==> src/rtl/fpu_pkg.sv <==
// Shared FPU definitions: mantissa widths and the sequential multiplier FSM encoding.
package fpu_pkg;

  localparam int FP32_MANT_W = 24;

  typedef enum logic [1:0] {
    IDLE = 2'd0,
    BUSY = 2'd1,
    DONE = 2'd2
  } mul_state_e;

endpackage

==> src/rtl/rca_adder.sv <==
// Ripple-carry adder row: a half adder in bit 0 followed by WIDTH-1 full adder cells.
module rca_adder #(
  parameter int WIDTH = 24
) (
  input  logic [WIDTH-1:0] a,
  input  logic [WIDTH-1:0] b,
  output logic [WIDTH-1:0] sum,
  output logic             cout
);

  logic [WIDTH:1] carry;

  assign sum[0]   = a[0] ^ b[0];
  assign carry[1] = a[0] & b[0];

  for (genvar i = 1; i < WIDTH; i++) begin : g_fa
    assign sum[i]     = a[i] ^ b[i] ^ carry[i];
    assign carry[i+1] = (a[i] & b[i]) | (carry[i] & (a[i] ^ b[i]));
  end

  assign cout = carry[WIDTH];

endmodule

==> src/rtl/mant_mul_seq.sv <==
// Iterative shift-and-add mantissa multiplier: one partial product per cycle through a
// single adder row, valid/ready on both sides, one operation in flight.
module mant_mul_seq
  import fpu_pkg::*;
#(
  parameter int WIDTH = FP32_MANT_W,
  parameter int CNT_W = 5
) (
  input  logic               clk,
  input  logic               rst_n,
  input  logic               in_valid,
  output logic               in_ready,
  input  logic [WIDTH-1:0]   a,
  input  logic [WIDTH-1:0]   b,
  output logic               out_valid,
  input  logic               out_ready,
  output logic [2*WIDTH-1:0] product
);

  mul_state_e       state_q, state_d;
  logic [CNT_W-1:0] cnt_q;
  logic [WIDTH-1:0] mcand_q;
  logic [WIDTH-1:0] mplr_q;
  logic [WIDTH-1:0] acc_hi_q;

  logic [WIDTH-1:0] addend;
  logic [WIDTH-1:0] row_sum;
  logic             row_cout;

  assign addend = mplr_q[0] ? mcand_q : '0;

  rca_adder #(.WIDTH(WIDTH)) u_row (
    .a    (acc_hi_q),
    .b    (addend),
    .sum  (row_sum),
    .cout (row_cout)
  );

  always_comb begin
    // NOTE: next state defaults to the current one before the case so no path leaves it unassigned (no latch).
    state_d = state_q;
    unique case (state_q)
      IDLE:    if (in_valid) state_d = BUSY;
      BUSY:    if (cnt_q == CNT_W'(WIDTH - 1)) state_d = DONE;
      DONE:    if (out_ready) state_d = IDLE;
      default: state_d = IDLE;
    endcase
  end

  // NOTE: state uses non-blocking assignments so every register samples pre-edge values.
  always_ff @(posedge clk or negedge rst_n) begin
    if (!rst_n) begin
      state_q  <= IDLE;
      cnt_q    <= '0;
      mcand_q  <= '0;
      mplr_q   <= '0;
      acc_hi_q <= '0;
    end else begin
      state_q <= state_d;
      unique case (state_q)
        IDLE: if (in_valid) begin
          mcand_q  <= a;
          mplr_q   <= b;
          acc_hi_q <= '0;
          cnt_q    <= '0;
        end
        // {carry, sum, mplr} >> 1: carry lands in acc_hi MSB, sum LSB enters the multiplier top
        BUSY: begin
          acc_hi_q <= {row_cout, row_sum[WIDTH-1:1]};
          mplr_q   <= {row_sum[0], mplr_q[WIDTH-1:1]};
          cnt_q    <= cnt_q + CNT_W'(1);
        end
        default: ;
      endcase
    end
  end

  assign in_ready  = (state_q == IDLE);
  assign out_valid = (state_q == DONE);
  assign product   = {acc_hi_q, mplr_q};

endmodule
==> config.mk <==
export PLATFORM = sky130hd
export DESIGN_NAME = mant_mul_seq
export DESIGN_NICKNAME = d
export VERILOG_FILES = /design/src/rtl/fpu_pkg.sv /design/src/rtl/rca_adder.sv /design/src/rtl/mant_mul_seq.sv
export SDC_FILE = /design/constraint.sdc
export NUM_CORES = 1
export LEC_CHECK = 0
export ABC_AREA = 0
export CORE_ASPECT_RATIO = 0.5
export CORE_MARGIN = 2
export CORE_UTILIZATION = 35
export CTS_CLUSTER_SIZE = 8
export DETAILED_ROUTE_END_ITERATION = 8
export SYNTH_ARGS = -nofsm -noshare
export SYNTH_HDL_FRONTEND = slang
export SYNTH_SLANG_ARGS = --single-unit
==> constraint.sdc <==
create_clock -name clk -period 14.3 [get_ports clk]
set_input_delay 2.145 -clock clk [delete_from_list [all_inputs] [get_ports clk]]
set_output_delay 2.145 -clock clk [all_outputs]
set_load 0.01 [all_outputs]
==> metrics.txt <==
run status complete, no violations; Leak 2.23 nW; Synthesized Nets 476; GRT Overall Usage 16.3%; vias per inst 4.83; HP Class reg2reg; CORE AREA 10400 µm²; final WL 9.16 mm; Ports 102; Starting Density 36.7%; DRT iter0 DRCs 165; first-pass GRT wire length 15.4 mm; CTS tree built; Post-synth ARST share 100%; DP Area 4920 µm²; area leader, netlist dfrtp_1; minimum clock period 10.53 ns; # DRC 0; number of CTS-inserted buffers 9; Post-Synth Adder-Cell Area 12.7%; number of failing hold endpoints at the final stage 0; antenna cells 0; synth warn 0; Max stage delay on crit path 0.89 ns; Final Cycle Share 73.7%; Detailed Place HPWL 6.02 mm; layout cell share with drive strength beyond 1 4.88%; PD cells 245 nW/µm²; synth top area cells dfrtp_1, fa_1, nand2_1; GRT overflow 0; Setup-failing EPs final 0; Post-synth top flop dfrtp_1; post_cts resized 0; Final Instance Area 5220 µm²; maximum VDD drop 0.0809 mV; Synth cell types 28; Die X 152 µm; via count of the routed design 3055; CTS Buffer Depth 2; Hold Buf Count CTS 0; post-synth top area share 51.5%; Slew headroom 33.3%; Fmax 94.9 MHz; crit path DAT 10.73 ns; Pins Over Slew Limit 0; Syn-to-layout area delta 36.0%; sequential share of the synthesized area 51.5%; Fin Setup TNS 0 ns; nets 565; simple-gate share of the synthesized area 21.1%; largest net degree at the start of global routing 80; Non-Filler Instances 632; mux cell area share after synthesis 0.522%; chip height 78.0 µm; CP max-delay cell dfrtp_1; main combinational cell family by area after synthesis simple AND/OR/NAND/NOR gates; clk_skew 0.00414 ns; initial antenna violation count 0; Synth Area in XOR/XNOR 0%; RSZ-0062 raised after global routing no; most used cell, CP fa_1; Avg Inst Size Synth 9.61 µm²; Startpoint Class flop; Setup CP Type reg2reg; Mapped Cells 399; Post-synth EDFFs 0; Fillers 967; Inst Count DP 617; clk slew on worst S/H paths 0.06 ns; WP data required 14.50 ns; IO Port Bufs 101; antenna viol nets, final 0; worst skew pair latency 0.33 ns; GP Congestion 0.702; max-cap violations 0; Setup Buffers After CTS 0; H-tree depth 3; Die ar. 11900 µm²; worst slew pin tran 1.00 ns; number of global-route vias before repair 3136; Compound-Gate Fraction of Synth Area 7.70%; Root Driver clkbuf_16; CTS Sinks 79; Avg WL per Cell 14.5 µm; Rows 26; critical path capture point type flop; TritonRoute pass-1 iters 4; number of synthesized register bits 79; Synth Cell Area 3830 µm²; Critical Path Fanout Max 26
==> state kept, by name, summed over array words and instances (netlist names) <==
name / cells
acc_hi_q: 24
mcand_q: 24
mplr_q: 24
cnt_q: 5
state_q: 2
==> cells in the final DEF (no fill, tap or decap), types with 2 or more instances in the layout <==
cell,instances
dfrtp_1,79
o21ai_0,22
ha_1,2
o22ai_1,23
nor2_1,24
clkbuf_16,9
fa_1,23
clkbuf_8,2
nand2_1,99
nand3b_1,2
inv_1,26
nand4_1,2
buf_4,6
mux2i_1,2
clkdlybuf4s50_1,100
nor3_1,23
nand3_1,28
o21ai_1,4
and2_1,2
==> area by class of cell <==
class	count	area, µm²	area share [%]
Clock buffer	12	256	4.92
Clock inverter	3	42.5	0.816
Timing Repair Buffer	106	1050	20.1
Tap cell	140	175	3.36
Multi-Input combinational cell	266	1620	31.1
Inverter	26	97.6	1.87
Sequential cell	79	1980	37.9
==> cell families after synthesis <==
group / Yosys count
flip-flops: 79
buffers and inverters: 54
multiplexers: 2
AO/OA/AOI/OAI: 52
AND/OR/NAND/NOR: 187
adder cells (fa/ha/maj): 25
==> per-layer routing <==
layer | up-vias | track usage (%) | part of all wire (%)
li1 | 1482 | - | -
met1 | 1510 | 21.8 | 49
met2 | 58 | 25.9 | 47
met3 | 5 | 5.47 | 4.0
met4 | 0 | 3.93 | 0.74
met5 | - | 0 | 0
==> synthesized netlist by cell type (all sizes together) (12+ instances only) <==
master / count
clkbuf: 12
o21ai: 26
nor2: 24
inv: 26
buf: 16
fa: 23
nor3: 23
o22ai: 23
nand2: 99
nand3: 28
dfrtp: 79
==> where the power goes <==
group          internal, mW  switching [mW]  total, mW
Sequential            0.343          0.0951      0.439
Combinational         0.296           0.314      0.610
Clock                 0.143          0.0878      0.231
==> worst paths after layout <==
check | startpoint | to | slack, ns | cells past startpoint
setup / recovery | mplr_q[0]$_DFFE_PN0P_ | acc_hi_q[22]$_DFFE_PN0P_ | 3.77 | 29
hold / removal | cnt_q[4]$_DFFE_PN0P_ | cnt_q[4]$_DFFE_PN0P_ | 0.47 | 1
setup reg to reg | mplr_q[0]$_DFFE_PN0P_ | acc_hi_q[22]$_DFFE_PN0P_ | 3.77 | 29
hold reg to reg | cnt_q[4]$_DFFE_PN0P_ | cnt_q[4]$_DFFE_PN0P_ | 0.47 | 1
max in group asynchronous | rst_n | mcand_q[9]$_DFFE_PN0P_ | 11.68 | 1
min in group asynchronous | rst_n | mplr_q[15]$_DFFE_PN0P_ | 1.97 | 1
==> stage by stage <==
| step | total power [mW] | setup WS [ns] | util (%) | hold slack, ns |
|---|---|---|---|---|
| floorplan | 0.800 | 4.45 | - | 0.437 |
| global placement | 1.04 | 3.93 | 47.1 | 0.452 |
| detailed placement | 1.06 | 3.76 | 47.1 | 0.462 |
| CTS | 1.30 | 3.72 | 50.0 | 0.473 |
| global route | 1.40 | 3.33 | 50.0 | 0.491 |
| finish | 1.28 | 3.77 | 50.0 | 0.467 |
==> worst max-delay path: cells and delay by family, from the launching register on <==
| kind | cells | cell delay [ns] |
|---|---|---|
| buf+inv | 3 | 0.18 |
| fa+ha+maj | 24 | 9.01 |
| simple gates | 1 | 0.23 |
| flops | 1 | 0.89 |
| compound gates | 1 | 0.08 |
No activity file was read; power rests on OpenSTA's default activity.
